$ cat config.mk
export PLATFORM = sky130hd
export DESIGN_NAME = cyclic_encoder_7_4
export DESIGN_NICKNAME = d
export VERILOG_FILES = /design/src/rtl/cyclic_encoder_7_4_pkg.sv /design/src/rtl/cyclic_encoder_7_4_lfsr3.sv /design/src/rtl/cyclic_encoder_7_4.sv
export SDC_FILE = /design/constraint.sdc
export NUM_CORES = 1
export LEC_CHECK = 0
export ABC_AREA = 1
export BUFFER_PORTS_ARGS = -buffer_cell sky130_fd_sc_hd__buf_2
export CORE_MARGIN = 2
export CORE_UTILIZATION = 49
export CTS_BUF_LIST = sky130_fd_sc_hd__clkbuf_4
export DETAILED_ROUTE_END_ITERATION = 8
export MAX_ROUTING_LAYER = met4
export PLACE_DENSITY = 0.72
export SLEW_MARGIN = 20
export SYNTH_ARGS = -nofsm -noshare
export SYNTH_HDL_FRONTEND = slang
export SYNTH_SLANG_ARGS = --single-unit
$ cat constraint.sdc
create_clock -name clk -period 1.71 [get_ports clk]
set_input_delay 0.342 -clock clk [delete_from_list [all_inputs] [get_ports clk]]
set_output_delay 0.342 -clock clk [all_outputs]
set_load 0.01 [all_outputs]
$ cat src/rtl/cyclic_encoder_7_4_pkg.sv
// -----------------------------------------------------------------------------
// cyclic_encoder_7_4_pkg
// Shared definitions for the (7,4) cyclic code encoder and its decoder.
// Contents:
//   CODE_N / CODE_K / CODE_M   : codeword, message and parity lengths
//   GEN_POLY_DEFAULT           : g(x) = x^3 + x + 1, coefficients x^3..x^0
//   enc_state_e                : encoder FSM states (IDLE, MSG, PAR)
//   lfsr3_step()               : one step of the 3-bit division LFSR
// -----------------------------------------------------------------------------
package cyclic_encoder_7_4_pkg;

  localparam int CODE_N = 7;
  localparam int CODE_K = 4;
  localparam int CODE_M = 3;

  localparam logic [3:0] GEN_POLY_DEFAULT = 4'b1011;

  typedef enum logic [1:0] {
    IDLE = 2'd0,
    MSG  = 2'd1,
    PAR  = 2'd2
  } enc_state_e;

  // One shift of the remainder LFSR. With gate_fb low the feedback is forced
  // to zero, which turns the register into a plain left shift used to flush
  // the parity bits out through q[2].
  function automatic logic [2:0] lfsr3_step(
    input logic [2:0] q,
    input logic       din,
    input logic       gate_fb,
    input logic [3:0] gen
  );
    logic fb;
    fb = gate_fb & (din ^ q[2]);
    return {q[1] ^ (fb & gen[2]),
            q[0] ^ (fb & gen[1]),
            fb & gen[0]};
  endfunction

endpackage

$ cat src/rtl/cyclic_encoder_7_4_lfsr3.sv
// -----------------------------------------------------------------------------
// cyclic_lfsr3
// 3-bit Galois LFSR computing the remainder modulo g(x); shared by the
// encoder parity stage and the decoder syndrome stage.
// Ports:
//   clk      : clock, rising edge
//   rst_n    : asynchronous active-low reset, clears q
//   clr      : synchronous clear (has priority over shift)
//   shift    : advance the register by one bit
//   din      : serial input bit
//   gate_fb  : 1 = divide by g(x), 0 = plain shift with zero feedback
//   q[2:0]   : remainder register, q[2] is the highest-degree coefficient
// -----------------------------------------------------------------------------
module cyclic_lfsr3
  import cyclic_encoder_7_4_pkg::*;
#(
  parameter logic [3:0] GEN_POLY = GEN_POLY_DEFAULT
) (
  input  logic       clk,
  input  logic       rst_n,
  input  logic       clr,
  input  logic       shift,
  input  logic       din,
  input  logic       gate_fb,
  output logic [2:0] q
);

  logic [2:0] q_r;
  logic [2:0] q_next_s;

  // Next remainder: clear, step, or hold.
  always_comb begin
    q_next_s = q_r;
    if (clr) begin
      q_next_s = 3'b000;
    end else if (shift) begin
      q_next_s = lfsr3_step(q_r, din, gate_fb, GEN_POLY);
    end else begin
      q_next_s = q_r;
    end
  end

  // Remainder register.
  always_ff @(posedge clk or negedge rst_n) begin
    if (!rst_n) begin
      q_r <= 3'b000;
    end else begin
      q_r <= q_next_s;
    end
  end

  assign q = q_r;

endmodule

$ cat src/rtl/cyclic_encoder_7_4.sv
// -----------------------------------------------------------------------------
// cyclic_encoder_7_4
// Serial systematic (7,4) cyclic encoder. A 4-bit message is accepted with a
// valid/ready handshake and emitted MSB first as m3 m2 m1 m0 p2 p1 p0, where
// p = m(x)*x^3 mod g(x). The serial output uses a valid/ready handshake and
// stalls cleanly when sout_ready is low.
// Ports:
//   clk        : clock, rising edge
//   rst_n      : asynchronous active-low reset
//   msg_data   : message, bit 3 is the x^3 coefficient
//   msg_valid  : msg_data valid
//   msg_ready  : encoder accepts a message this cycle
//   sout       : serial codeword bit
//   sout_valid : sout valid
//   sout_ready : downstream accepts sout
//   sout_last  : final parity bit of the codeword
//   busy       : a codeword is in flight
// -----------------------------------------------------------------------------
module cyclic_encoder_7_4
  import cyclic_encoder_7_4_pkg::*;
#(
  parameter logic [3:0] GEN_POLY = GEN_POLY_DEFAULT
) (
  input  logic        clk,
  input  logic        rst_n,
  input  logic [3:0]  msg_data,
  input  logic        msg_valid,
  output logic        msg_ready,
  output logic        sout,
  output logic        sout_valid,
  input  logic        sout_ready,
  output logic        sout_last,
  output logic        busy
);

  enc_state_e        state_r;
  enc_state_e        state_next_s;
  logic [1:0]        cnt_r;
  logic [1:0]        cnt_next_s;
  logic [CODE_K-1:0] msg_r;
  logic [CODE_K-1:0] msg_next_s;

  logic [2:0]        lfsr_q_s;
  logic [2:0]        lfsr_next_s;
  logic              lfsr_clr_s;
  logic              lfsr_shift_s;
  logic              lfsr_din_s;
  logic              lfsr_gate_s;

  logic              xfer_s;
  logic              accept_s;
  logic              msg_ready_s;

  logic              sout_r;
  logic              sout_valid_r;
  logic              sout_last_r;
  logic              busy_r;
  logic              sout_next_s;

  // A bit moves downstream whenever a codeword is in flight and the sink is
  // ready. msg_ready has to follow sout_ready in the same cycle so that the
  // next message can be taken on the final parity transfer without a bubble.
  always_comb begin
    xfer_s      = 1'b0;
    msg_ready_s = 1'b0;
    case (state_r)
      IDLE: begin
        xfer_s      = 1'b0;
        msg_ready_s = 1'b1;
      end
      MSG: begin
        xfer_s      = sout_ready;
        msg_ready_s = 1'b0;
      end
      PAR: begin
        xfer_s      = sout_ready;
        msg_ready_s = (cnt_r == 2'd2) & sout_ready;
      end
      default: begin
        xfer_s      = 1'b0;
        msg_ready_s = 1'b0;
      end
    endcase
  end

  assign accept_s = msg_valid & msg_ready_s;

  // Next-state, counter, message register and LFSR control.
  always_comb begin
    state_next_s = state_r;
    cnt_next_s   = cnt_r;
    msg_next_s   = msg_r;
    lfsr_clr_s   = 1'b0;
    lfsr_shift_s = 1'b0;
    lfsr_din_s   = msg_r[CODE_K-1];
    lfsr_gate_s  = 1'b0;
    case (state_r)
      IDLE: begin
        if (accept_s) begin
          state_next_s = MSG;
          cnt_next_s   = 2'd0;
          msg_next_s   = msg_data;
          lfsr_clr_s   = 1'b1;
        end else begin
          state_next_s = IDLE;
          cnt_next_s   = 2'd0;
        end
      end
      MSG: begin
        if (xfer_s) begin
          lfsr_shift_s = 1'b1;
          lfsr_gate_s  = 1'b1;
          msg_next_s   = {msg_r[CODE_K-2:0], 1'b0};
          if (cnt_r == 2'd3) begin
            state_next_s = PAR;
            cnt_next_s   = 2'd0;
          end else begin
            cnt_next_s   = cnt_r + 2'd1;
          end
        end else begin
          state_next_s = MSG;
        end
      end
      PAR: begin
        if (xfer_s) begin
          // Zero feedback: the remainder simply shifts out through q[2].
          lfsr_shift_s = 1'b1;
          lfsr_gate_s  = 1'b0;
          if (cnt_r == 2'd2) begin
            cnt_next_s = 2'd0;
            if (accept_s) begin
              state_next_s = MSG;
              msg_next_s   = msg_data;
              lfsr_clr_s   = 1'b1;
            end else begin
              state_next_s = IDLE;
            end
          end else begin
            cnt_next_s = cnt_r + 2'd1;
          end
        end else begin
          state_next_s = PAR;
        end
      end
      default: begin
        state_next_s = IDLE;
        cnt_next_s   = 2'd0;
        msg_next_s   = 4'b0000;
        lfsr_clr_s   = 1'b1;
      end
    endcase
  end

  cyclic_lfsr3 #(
    .GEN_POLY (GEN_POLY)
  ) u_lfsr (
    .clk     (clk),
    .rst_n   (rst_n),
    .clr     (lfsr_clr_s),
    .shift   (lfsr_shift_s),
    .din     (lfsr_din_s),
    .gate_fb (lfsr_gate_s),
    .q       (lfsr_q_s)
  );

  // Look-ahead of the LFSR contents so that sout can be registered: it is the
  // value the sub-module will hold after this edge.
  always_comb begin
    lfsr_next_s = lfsr_q_s;
    if (lfsr_clr_s) begin
      lfsr_next_s = 3'b000;
    end else if (lfsr_shift_s) begin
      lfsr_next_s = lfsr3_step(lfsr_q_s, lfsr_din_s, lfsr_gate_s, GEN_POLY);
    end else begin
      lfsr_next_s = lfsr_q_s;
    end
  end

  // Serial bit that will be presented after this edge.
  always_comb begin
    sout_next_s = 1'b0;
    case (state_next_s)
      MSG:     sout_next_s = msg_next_s[CODE_K-1];
      PAR:     sout_next_s = lfsr_next_s[2];
      IDLE:    sout_next_s = 1'b0;
      default: sout_next_s = 1'b0;
    endcase
  end

  // FSM state, bit counter and message shift register.
  always_ff @(posedge clk or negedge rst_n) begin
    if (!rst_n) begin
      state_r <= IDLE;
      cnt_r   <= 2'd0;
      msg_r   <= 4'b0000;
    end else begin
      state_r <= state_next_s;
      cnt_r   <= cnt_next_s;
      msg_r   <= msg_next_s;
    end
  end

  // Registered serial-side outputs; with no transfer every input to these
  // holds, so the outputs freeze while sout_ready is low.
  always_ff @(posedge clk or negedge rst_n) begin
    if (!rst_n) begin
      sout_r       <= 1'b0;
      sout_valid_r <= 1'b0;
      sout_last_r  <= 1'b0;
      busy_r       <= 1'b0;
    end else begin
      sout_r       <= sout_next_s;
      sout_valid_r <= (state_next_s != IDLE);
      sout_last_r  <= (state_next_s == PAR) && (cnt_next_s == 2'd2);
      busy_r       <= (state_next_s != IDLE);
    end
  end

  assign msg_ready  = msg_ready_s;
  assign sout       = sout_r;
  assign sout_valid = sout_valid_r;
  assign sout_last  = sout_last_r;
  assign busy       = busy_r;

endmodule

==> qor.yml <==
setup_path:
  crit_path_max_incr_delay_ps: 390
  rr_endpoint: "sout"
  startpoint_type: "flop"
  worst_ep_required_time_ps: 1920
  cpMaxStageDelayCell: "dfrtp_1"
  r2r_setup_slack_ps: -160
  crit_arrival_ps: 2080
  cp_top_family: "compound AO/OA/AOI/OAI gates"
  end_kind: "flop"
  cp_max_fo: 5
  rr_startpoint: "state_r[0]"
  reg2regPathDepth: 11
  cp_common_cell: "ha_4"
  worstSetupPathType: "flop to flop"
  cp_num_buf_inv: 2
  crit_chain: "inv_2 -> ha_4 -> nand2_8 -> o32ai_4 -> a21boi_2 -> nand2_1 -> nand2_4 -> inv_4 -> ha_4 -> nand3_2 -> a21oi_2"
yosys:
  syn-cell-area_um2: 1002
  ys.flop_type: "dfrtp_1"
  ys_ff_latch: 14
  synth_top_area_share: 0.3496
  yosysUniqueCellTypes: 26
  synth.avg_cell_area_um2: 7.891
  synth_common_cells: "inv_1 (27), nand2_1 (26), dfrtp_1 (14), ha_1 (11), o21ai_0 (7)"
  synth_top_cell_by_area: "dfrtp_1"
  seq_area_frac_synth: 0.3496
  yosys-top-cells-area: "dfrtp_1 (35%), ha_1 (14%), inv_1 (10%)"
  synth_edf_count: 0
  ys_async_sr_fraction: 1.000
  syn_inst: 127
  yosysMostFrequentCell: "inv_1"
  syn_nets: 146
  yosysWarningCount: 0
status:
  failed_checks: "setup timing"
  outcome: "finished with violations"
global_route:
  use_met3: 0.02761
  busiest_layer: "met2"
  grtUsageTotal: 0.2249
  grt_max_degree: 15
  grt_overflow: 0
  grtUsageMet1: 0.2782
  grt_antenna_before_repair: 0
  grt_pass1_vias: 996
  grt_use_met2: 0.3941
  grt_pass1_wl_um: 4133
place:
  gp_congestion: 0.7812
  dpl.cell_count: 185
  io_buffers: 12
  place_hpwl_um: 1768
final_layout:
  fillers: 132
  fin_nets: 194
  instances_no_fill: 201
  area_growth_pct: 52.93
  n_antenna_cell: 0
  drive_gt1_frac: 0.4943
cts:
  cts_max_level: 1
  cts_tree: "built"
  cts_buffers: 3
  clk-insertion-delay-late_ps: 270
  cts.sinks: 14
  cts_max_path_buffers: 2
  clk_root_buffer_cell: "clkbuf_4"
  clkTransAtPathRegs_ps: 90
worst_hold_path:
  hold_start: "msg_data[0]"
  hold_end: "msg_r[0]"
  whs_path_depth: 3
  hold_path.class: "input port to flop"
drt:
  drt_first_iter_violations: 21
  num_vias: 972
  drc_errors: 0
  post_drt_wl_per_cell_um: 12.71
  avgViaCountPerCell: 4.836
  wirelength_um: 2554
  detail-route-antenna-nets: 0
  dr.pass1.iters: 4
floorplan:
  core.rowCount: 16
  coreArea_um2: 1942
  die_y_um: 49.23
  start_util: 0.5161
  io_pins: 13
  die-area_um2: 2423
  fp.dieW_um: 49.23
timing:
  hold_viol_final: 0
  period_share: 1.094
  max_freq_ghz: 0.5347
  setup_slack_ps: -160.3
  setup_viol_count_final: 4
  tightest_slew_ps: 315.2
  fin_skew_ps: 0.9434
  maxSlewHeadroom: 0.7898
  drv_slew: 0
  final.min_clock_period_ps: 1870
  fin_setup_tns_ps: -351.8
  rsz0062_at_grt: "yes"
run:
  drv_cap: 0
pwr:
  vdd_drop_max_mv: 1.024
  p_leak_nw: 0.7562
  power_density_nw_per_um2: 1582
## cell usage in the layout (no fill, tap or decap), types with 2 or more instances in the layout
cell | synthesis | routed
a21oi_1 | 4 | 4
a21oi_2 | 4 | 3
a31oi_1 | 3 | 2
buf_2 | 0 | 12
buf_4 | 1 | 31
clkbuf_4 | 0 | 3
dfrtp_1 | 14 | 14
ha_1 | 11 | 4
ha_4 | 0 | 6
inv_1 | 27 | 19
inv_2 | 1 | 7
nand2_1 | 26 | 23
nand2_2 | 3 | 3
nand2_4 | 2 | 4
nand3_1 | 3 | 2
nand3_2 | 1 | 2
nor2_1 | 6 | 6
o211ai_1 | 2 | 2
o21ai_1 | 0 | 4
o21ai_2 | 0 | 2
o22ai_1 | 2 | 2
or2_0 | 2 | 2
## metal layers
layer | vias up | routed length [µm]
met1 | 456 | 1102
met4 | 0 | 9
met2 | 18 | 1365
met5 | - | 0
met3 | 2 | 77
li1 | 496 | -
## sequential cells by signal, indices dropped and copies added (netlist names)
| name | count |
|---|---|
| cnt_r | 2 |
| u_lfsr.q | 3 |
| busy | 1 |
| msg_r | 4 |
| sout_last | 1 |
| state_r | 2 |
| sout | 1 |
## layout make-up
class                      instances  area [µm²]  share of cell area
sequential                        14       350.3              0.2286
tap                               27       33.78             0.02204
clock inverter                     1       3.754            0.002449
multi-input combinational         83       695.7              0.4539
timing repair buffer              45       314.1              0.2049
clock buffer                       3       22.52             0.01469
inverter                          28       112.6             0.07347
## per-stage QoR
step	total power (W)	setup slack (ps)	hold slack, ps	util	instance area [µm²]
global placement	0.001724	-150.4	249.3	0.6501	1262
finish	0.002425	-160.3	408.4	0.7893	1533
global route	0.002646	-235.1	440.9	0.7893	1533
CTS	0.002071	-92.68	393.8	0.7107	1380
floorplan	0.001290	-67.85	46.41	-	1030
detailed placement	0.001768	-174.1	258.8	0.6501	1262
## kinds of logic (layout without fill, tap and decap cells)
group                      Yosys count  count (layout)  synth area share
and+or+nand+nor                     47              47            0.2222
adders and majority gates           11              11            0.1373
buffers and inverters               30              77            0.1236
DFF                                 14              14            0.3496
AOI/OAI and AO/OA                   25              25            0.1673
## worst max-delay path by stage
stage	start	end	slack (ps)	cells past startpoint
4_1_cts	state_r[0]	sout	-90	11
2_1_floorplan	state_r[1]	sout	-70	11
3_5_place_dp	state_r[0]	sout	-170	10
6_report	state_r[0]	sout	-160	11
5_1_grt	state_r[0]	sout	-240	11
3_3_place_gp	state_r[0]	sout	-150	10
## worst register-to-register path: stages, from the launching register on
cell	delay (ps)
dfrtp_1	390
inv_2	80
ha_4	300
nand2_8	70
o32ai_4	270
a21boi_2	80
nand2_1	100
nand2_4	90
inv_4	80
ha_4	120
nand3_2	80
a21oi_2	140
## power breakdown
part / internal, W / switching [W] / leakage, nW
Sequential: 0.000453 / 0.0000689 / 0.183
Clock: 0.0000844 / 0.000108 / 0.0154
Combinational: 0.000814 / 0.000896 / 0.558
## what timing repair did
action / in CTS / in global routing
pin swaps: 5 / 19
gates resized for setup: 10 / 30
buffers inserted: 7 / 4
hold endpoints to repair: 14 / 0
endpoints found under the setup margin: 6 / 10
hold buffers: 1 / 0
(Power assumes the default switching activity.)
